`src/rtl/run_monitor_pkg.sv`:
```
// Shared definitions for the multi-core run monitor: FSM state encoding and
// default counter width.
package run_monitor_pkg;

    localparam int CNT_W_DEFAULT = 16;

    typedef enum logic [2:0] {
        ST_IDLE    = 3'd0,
        ST_LAUNCH  = 3'd1,
        ST_RUN     = 3'd2,
        ST_DONE    = 3'd3,
        ST_TIMEOUT = 3'd4
    } state_e;

endpackage

```
`src/rtl/core_finish_latch.sv`:
```
// Per-core sticky completion flag plus the cycle count captured on the first
// end-of-operation pulse; later pulses never overwrite the timestamp.
module core_finish_latch
    import run_monitor_pkg::*;
#(
    parameter int CNT_W = CNT_W_DEFAULT
) (
    input  logic             clk,
    input  logic             reset,
    input  logic             clear,
    input  logic             capture_en,
    input  logic             endop,
    input  logic [CNT_W-1:0] count,
    output logic             done,
    output logic [CNT_W-1:0] timestamp
);

    logic             done_q;
    logic [CNT_W-1:0] ts_q;

    // NOTE: sequential state uses non-blocking assignments so every register
    // samples pre-edge values regardless of process evaluation order.
    always_ff @(posedge clk or negedge reset) begin
        if (!reset) begin
            done_q <= 1'b0;
            ts_q   <= '0;
        end else if (clear) begin
            done_q <= 1'b0;
            ts_q   <= '0;
        end else if (capture_en && endop && !done_q) begin
            done_q <= 1'b1;
            ts_q   <= count;
        end
    end

    assign done      = done_q;
    assign timestamp = ts_q;

endmodule

```
`src/rtl/multicore_run_monitor.sv`:
```
// Launches a multi-core run, timestamps each core's completion and raises an
// all-core done handshake. Optional watchdog timeout enabled by WATCHDOG_EN.
module multicore_run_monitor
    import run_monitor_pkg::*;
#(
    parameter int               core_count    = 4,
    parameter int               CNT_W         = CNT_W_DEFAULT,
    parameter logic [CNT_W-1:0] TIMEOUT_LIMIT = CNT_W'(16'hFFF0)
) (
    input  logic                        clk,
    input  logic                        reset,
    input  logic                        start_req,
    input  logic                        abort,
    input  logic [core_count-1:0]       endop_signal,
    output logic                        start,
    output logic                        busy,
    output logic                        done_pulse,
    output logic                        all_done,
    output logic                        timeout,
    output logic [core_count-1:0]       core_done_mask,
    output logic [CNT_W-1:0]            cycle_count,
    output logic [core_count*CNT_W-1:0] finish_times
);

    localparam logic [CNT_W-1:0] CNT_MAX = '1;
`ifdef WATCHDOG_EN
    localparam bit WD_EN = 1'b1;
`else
    localparam bit WD_EN = 1'b0;
`endif

    state_e                state_q, state_d;
    logic [CNT_W-1:0]      cnt_q, cnt_d;
    logic                  start_q, busy_q, done_pulse_q, all_done_q, timeout_q;
    logic                  start_d, busy_d, done_pulse_d, all_done_d, timeout_d;
    logic [core_count-1:0] mask_q;
    logic [core_count-1:0] mask_next;
    logic                  clear;
    logic                  capture_en;
    logic                  all_set;
    logic                  limit_hit;

    // Abort suppresses capture so the mask seen in IDLE is the pre-abort one.
    assign capture_en = (state_q == ST_RUN) && !abort;
    assign mask_next  = mask_q | (endop_signal & {core_count{capture_en}});
    assign all_set    = &mask_next;
    assign limit_hit  = (cnt_q == TIMEOUT_LIMIT);
    assign clear      = (state_d == ST_LAUNCH);

    // NOTE: every always_comb output gets a default first so no path leaves a
    // signal unassigned and infers a latch.
    always_comb begin
        state_d = state_q;
        if (abort) begin
            state_d = ST_IDLE;
        end else begin
            case (state_q)
                ST_IDLE:   if (start_req) state_d = ST_LAUNCH;
                ST_LAUNCH: state_d = ST_RUN;
                ST_RUN: begin
                    if (all_set) begin
                        state_d = ST_DONE;
                    end else if (WD_EN && limit_hit) begin
                        state_d = ST_TIMEOUT;
                    end
                end
                ST_DONE:   if (start_req) state_d = ST_LAUNCH;
`ifdef WATCHDOG_EN
                ST_TIMEOUT: if (start_req) state_d = ST_LAUNCH;
`endif
                default:   state_d = ST_IDLE;
            endcase
        end
    end

    always_comb begin
        cnt_d = cnt_q;
        if (state_d == ST_LAUNCH) begin
            cnt_d = '0;
        end else if (state_q == ST_RUN && !abort && cnt_q != CNT_MAX) begin
            cnt_d = cnt_q + 1'b1;
        end
    end

    // Outputs are decoded from the next state so they register alongside it.
    always_comb begin
        start_d      = (state_d == ST_LAUNCH);
        busy_d       = (state_d == ST_LAUNCH) || (state_d == ST_RUN);
        done_pulse_d = (state_d == ST_DONE) && (state_q != ST_DONE);
        all_done_d   = (state_d == ST_DONE);
        timeout_d    = (state_d == ST_TIMEOUT);
    end

    always_ff @(posedge clk or negedge reset) begin
        if (!reset) begin
            state_q      <= ST_IDLE;
            cnt_q        <= '0;
            start_q      <= 1'b0;
            busy_q       <= 1'b0;
            done_pulse_q <= 1'b0;
            all_done_q   <= 1'b0;
            timeout_q    <= 1'b0;
        end else begin
            state_q      <= state_d;
            cnt_q        <= cnt_d;
            start_q      <= start_d;
            busy_q       <= busy_d;
            done_pulse_q <= done_pulse_d;
            all_done_q   <= all_done_d;
            timeout_q    <= timeout_d;
        end
    end

    for (genvar g = 0; g < core_count; g++) begin : g_core
        core_finish_latch #(
            .CNT_W(CNT_W)
        ) u_latch (
            .clk        (clk),
            .reset      (reset),
            .clear      (clear),
            .capture_en (capture_en),
            .endop      (endop_signal[g]),
            .count      (cnt_q),
            .done       (mask_q[g]),
            .timestamp  (finish_times[g*CNT_W +: CNT_W])
        );
    end

    assign start          = start_q;
    assign busy           = busy_q;
    assign done_pulse     = done_pulse_q;
    assign all_done       = all_done_q;
    assign timeout        = timeout_q;
    assign core_done_mask = mask_q;
    assign cycle_count    = cnt_q;

endmodule

```
`config.mk`:
```
export PLATFORM = sky130hd
export DESIGN_NAME = multicore_run_monitor
export DESIGN_NICKNAME = d
export VERILOG_FILES = /design/src/rtl/run_monitor_pkg.sv /design/src/rtl/core_finish_latch.sv /design/src/rtl/multicore_run_monitor.sv
export SDC_FILE = /design/constraint.sdc
export NUM_CORES = 1
export LEC_CHECK = 0
export CELL_PAD_IN_SITES_DETAIL_PLACEMENT = 0
export CELL_PAD_IN_SITES_GLOBAL_PLACEMENT = 1
export CORE_ASPECT_RATIO = 0.75
export CORE_MARGIN = 4
export CORE_UTILIZATION = 25
export DETAILED_ROUTE_END_ITERATION = 16
export PLACE_DENSITY_LB_ADDON = 0.1
export RECOVER_POWER = 100
export REMOVE_ABC_BUFFERS = 1
export SYNTH_ARGS = -nofsm -noshare
export SYNTH_HDL_FRONTEND = slang
export SYNTH_SLANG_ARGS = --single-unit
```
`constraint.sdc`:
```
create_clock -name clk -period 3.9 [get_ports clk]
set_clock_uncertainty 0.1 [all_clocks]
set_input_delay 0.78 -clock clk [delete_from_list [all_inputs] [get_ports clk]]
set_output_delay 0.78 -clock clk [all_outputs]
set_load 0.005 [all_outputs]
```
### Word level (Yosys, flattened, before mapping)

Index checks and enable logic that the tools add are counted.
Widths: inputs -> output; s select.

* multiplexer cells: 22
* add/subtract/negate cells: 1
* reduce and logical (&&, ||, !) cells: 25
* bitwise operators: 2
* equality and inequality tests: 9

Operators with widths (number)
* $mux 16: 10
* $add 16x1->16 const B: 1
* $ne 16x16->1 const B: 1
* $eq 3x2->1 const B: 4
* $logic_and 1x1->1: 11
* $reduce_bool 2->1: 5
* $mux 3: 3
* $pmux 3 s3: 1
* $mux 1: 8
* $eq 3x1->1 const B: 2
* $logic_not 1->1: 5
* $and 4x4->4: 1
* $or 4x4->4: 1
* $reduce_and 4->1: 1
* $eq 3x3->1 const B: 1
* $logic_not 3->1: 1
* $ne 3x2->1 const B: 1
* $reduce_or 2->1: 1
* $logic_or 1x1->1: 1

* register bits: 92
* input bits: 8
* word-level logic and storage cells: 74

### Logic depth before layout (Yosys ltp)

* depth in word-level cells: 10
* depth in mapped cells: 8
* mapped depth without buffers: 6

### Hierarchy

Synthesis repeated with hierarchy kept, for this count alone.

* cell total of the unflattened synthesis: 424
* area, all modules: 4624.4 um^2

By module, submodules not included
* core_finish_latch: instances 4, cells an instance 73, area each 845.8 um^2
* multicore_run_monitor: instances 1, cells an instance 132, area each 1241.2 um^2

### Worst setup path before layout

No wires, ideal clock.

* path type: input to register
* start point: input abort
* end point: register cnt_q[10] (netlist: cycle_count[10])
* buffers on the path: 2
* required time: 3680 ps
* stages on the path: 7
* data arrival time: 2308 ps
* slack: 1372 ps
* setup time: 120 ps
* path through: buf_6 or4b_1 buf_2 or3_4 nor3_1 xnor2_1 nor2_2

* cells in the longest elaborated chain, start to end: 10
* elaborated cells between the ends (all ways): 12
* classes of those cells: 1 x eq/ne; 4 x mux; 2 x bitwise; 5 x reduce/logical

RTL lines
* start: declaration: line multicore_run_monitor.sv:13 `input logic abort,`
* $logic_not 1->1: line multicore_run_monitor.sv:44, multicore_run_monitor.sv:80
* $logic_and 1x1->1: line multicore_run_monitor.sv:44, multicore_run_monitor.sv:80
* $and 4x4->4: line multicore_run_monitor.sv:45 `assign mask_next = mask_q | (endop_signal & {core_count{capture_en}});`
* $or 4x4->4: line multicore_run_monitor.sv:45
* $reduce_and 4->1: line multicore_run_monitor.sv:46 `assign all_set = &mask_next;`
* $mux 3: line multicore_run_monitor.sv:61 `if (all_set) begin`
* $pmux 3 s3: line multicore_run_monitor.sv:57 `case (state_q)`
* $mux 3: line multicore_run_monitor.sv:54 `if (abort) begin`
* $eq 3x1->1: line multicore_run_monitor.sv:78 `if (state_d == ST_LAUNCH) begin`
* $mux 16 / $reduce_bool 2->1 (equally long branches)
* end signal: assignment: line multicore_run_monitor.sv:105 `cnt_q <= cnt_d;`
* end: declaration: line multicore_run_monitor.sv:33 `logic [CNT_W-1:0] cnt_q, cnt_d;`

Parallel ways exist; a longest one is shown, timed or not.
A chain may end at the register's enable or synchronous reset.

### Worst setup path after layout

* start point: input abort
* end point: register g_core[0].u_latch.done_q

* cells in the longest elaborated chain, start to end: 10
* elaborated cells between the ends (all ways): 13
* classes of those cells: 1 x eq/ne; 4 x mux; 2 x bitwise; 6 x reduce/logical

RTL lines
* $logic_not 1->1: line multicore_run_monitor.sv:44 `assign capture_en = (state_q == ST_RUN) && !abort;`
* $logic_and 1x1->1: line multicore_run_monitor.sv:44
* $and 4x4->4: line multicore_run_monitor.sv:45
* $or 4x4->4: line multicore_run_monitor.sv:45
* $reduce_and 4->1: line multicore_run_monitor.sv:46
* $mux 3: line multicore_run_monitor.sv:61
* $pmux 3 s3: line multicore_run_monitor.sv:57
* $mux 3: line multicore_run_monitor.sv:54
* $eq 3x1->1: line multicore_run_monitor.sv:48 `assign clear = (state_d == ST_LAUNCH);`
* $mux 1 / $reduce_bool 2->1 (equally long branches)
* end signal: assignment: line core_finish_latch.sv:25 `done_q <= 1'b0;`
* end signal: assignment: line core_finish_latch.sv:28 `done_q <= 1'b0;`
* end signal: assignment: line core_finish_latch.sv:31 `done_q <= 1'b1;`
* end: declaration: line core_finish_latch.sv:18 `logic done_q;`

Parallel ways exist; a longest one is shown, timed or not.

==> results.json <==
{
  "cts_tree": "done",
  "layout.nets": 510,
  "fin_total_pwr_mw": 2.043,
  "grt_pass1_vias": 3130,
  "synthCells": 425,
  "maxSlewViolCount": 80,
  "die_w_um": 154.5,
  "period_share_pct": 83.33,
  "clock_sinks": 92,
  "ctsHtreeMaxLevel": 3,
  "cts.hold.buffers_added": 0,
  "timing.final.ws_setup_ns": 0.6501,
  "diodes": 0,
  "ant_nets": 0,
  "status": "finished with violations",
  "firstDrtPassIters": 4,
  "rsz0062_at_grt": "false",
  "drive_above_1_share_pct": 6.139,
  "worst_pin_slew_ns": 2.032,
  "design.core.area_um2": 15520,
  "max-vdd-ir-drop_mv": 0.2143,
  "die_h_um": 117.9,
  "final_util_pct": 35.06,
  "gp_routability_congestion": 0.7718,
  "synthFlopType": "dfrtp_1",
  "mostFrequentLayoutCell": "nand2_1",
  "clk_path_buf_depth": 2,
  "vias": 3114,
  "async_flop_share_pct": 100.0,
  "final_cell_mix": "nand2_1 (104), dfrtp_1 (92), dlygate4sd3_1 (90)",
  "yosysWarnings": 0,
  "syn_avg_cell_area_um2": 9.468,
  "wl_per_cell_um": 16.12,
  "clk_latency_ns": 0.34,
  "period_minus_slack_ns": 3.250,
  "boundaryPins": 97,
  "start_kind": "input port",
  "cellPowerDensity_nw_per_um2": 375.5,
  "initialDrtViolationCount": 143,
  "finalHoldViolations": 0,
  "violations": "capacitance limit, slew limit",
  "holdWs_ns": 0.4164,
  "cp_max_fo": 28,
  "synthToLayoutAreaGrowth_pct": 35.20,
  "grt_max_degree": 80,
  "overflow": 0,
  "synth_edf_count": 0,
  "routed_wl_um": 11440,
  "grt_usage_pct": 12.84,
  "drc": 0,
  "critPathArrivalTime_ns": 3.36,
  "hold_class": "reg -> reg",
  "synth_cell_types": 40,
  "initial_core_util_pct": 25.93,
  "slowest_delay_ns": 0.71,
  "critPathCaptureType": "flop",
  "worstSetupPathType": "in -> reg",
  "fmax_ghz": 0.3077,
  "leakage_nw": 2.691,
  "tns_ns": 0,
  "postCtsSetupBuffers": 0,
  "io_buffers": 96,
  "vias_per_cell": 4.386,
  "relSlewSlack_pct": -35.44,
  "crit_slowest_cell": "dlygate4sd3_1",
  "grt_antenna_before_repair": 0,
  "max_cap_violations": 1,
  "grt_pass1_wl_um": 18570,
  "post_cts_resize_count": 0,
  "setup_viol": 0,
  "clk_pin_slew_worst_paths_ns": 0.07,
  "rows": 39,
  "hpwl_um": 7580,
  "die-area_um2": 18210,
  "cts_root_buf": "clkbuf_16",
  "cp.required_ns": 4.01,
  "ys_ff_latch": 92,
  "pre_cts_ws_ns": 0.5854,
  "synth.cell_area_um2": 4024,
  "worstPathCellList": "dlygate4sd3_1, nor2b_1, o21ai_0, o31a_1, nor4b_1, buf_4, nor2_1",
  "fillCellCount": 1623,
  "numCtsBuffers": 9,
  "seq_area_frac_synth_pct": 57.21
}
[stage by stage]
step / instances / instance area [um2]
floorplan: 385 / 3821
global placement: 695 / 5125
detailed placement: 695 / 5125
CTS: 710 / 5464
global route: 710 / 5440
finish: 710 / 5440
[synthesized netlist by cell type (2+ instances only)]
cell type	instances	area share, %
nor4_1	3	0.47
nor4b_1	2	0.44
clkbuf_1	22	2.1
xnor2_1	11	2.4
nand2_1	104	9.7
or2_2	4	0.62
nor3_1	12	1.5
nand4_1	4	0.62
dfrtp_1	92	57
nor2b_1	3	0.47
mux2i_1	17	4.2
nand3b_1	2	0.37
nor2_1	43	4.0
buf_2	12	1.5
nand3_1	6	0.75
buf_6	3	0.84
a21oi_1	55	6.8
xor2_1	3	0.65
inv_1	2	0.19
buf_4	4	0.75
nor4b_2	2	0.75
[final cells by class]
cell class	instances	area [um2]	share of cell area, %
clock inverter	5	100.1	1.840
timing repair buffer	105	1032	18.97
clock buffer	10	239.0	4.393
sequential	92	2302	42.32
tap	205	256.5	4.715
multi-input combinational	291	1503	27.62
inverter	2	7.507	0.1380
[critical path: cells and delay by family]
family,cells,cell delay [ns]
buffers and inverters,2,1.15
and+or+nand+nor,3,0.90
AOI/OAI and AO/OA,2,0.51
[flip-flops by register name (all words and copies together) (netlist names)]
| signal | flops |
|---|---|
| all_done | 1 |
| busy | 1 |
| cycle_count | 16 |
| done_pulse | 1 |
| g_core.u_latch.done | 4 |
| g_core.u_latch.timestamp | 64 |
| start | 1 |
| state_q | 3 |
| timeout | 1 |
[worst paths after layout]
kind                                                    to                             from  slack (ns)  cells after the start
max reg2reg                         g_core[0].u_latch.done                       state_q[2]        1.20                      6
max                                 g_core[0].u_latch.done                            abort        0.65                      7
min reg2reg                g_core[2].u_latch.timestamp[14]  g_core[2].u_latch.timestamp[14]        0.42                      2
min                        g_core[2].u_latch.timestamp[14]  g_core[2].u_latch.timestamp[14]        0.42                      2
max in group asynchronous   g_core[1].u_latch.timestamp[5]                            reset        1.25                      2
min in group asynchronous   g_core[3].u_latch.timestamp[0]                            reset        0.89                      1
[cells by family after synthesis]
| kind of cell | share of synthesized area [%] |
|---|---|
| AOI/OAI and AO/OA | 8.240 |
| xor gates and xnor gates | 3.047 |
| adders and majority gates | 0.3109 |
| buffers and inverters | 5.317 |
| DFF | 57.21 |
| muxes | 4.229 |
| other | 0.09319 |
| and+or+nand+nor | 21.55 |
[layer usage]
layer,track usage (%),up-vias,wire length [um]
li1,-,1548,-
met1,19.26,1481,5950
met2,17.04,79,4455
met3,5.513,6,960
met4,2.482,0,75
met5,0,-,0
[power breakdown]
group          internal (mW)  leakage (nW)  switching [mW]
sequential             0.961          1.28          0.0106
combinational         0.0228          1.24          0.0465
clock                  0.638         0.168           0.364
Note: power is estimated with default switching activity, not from simulation.
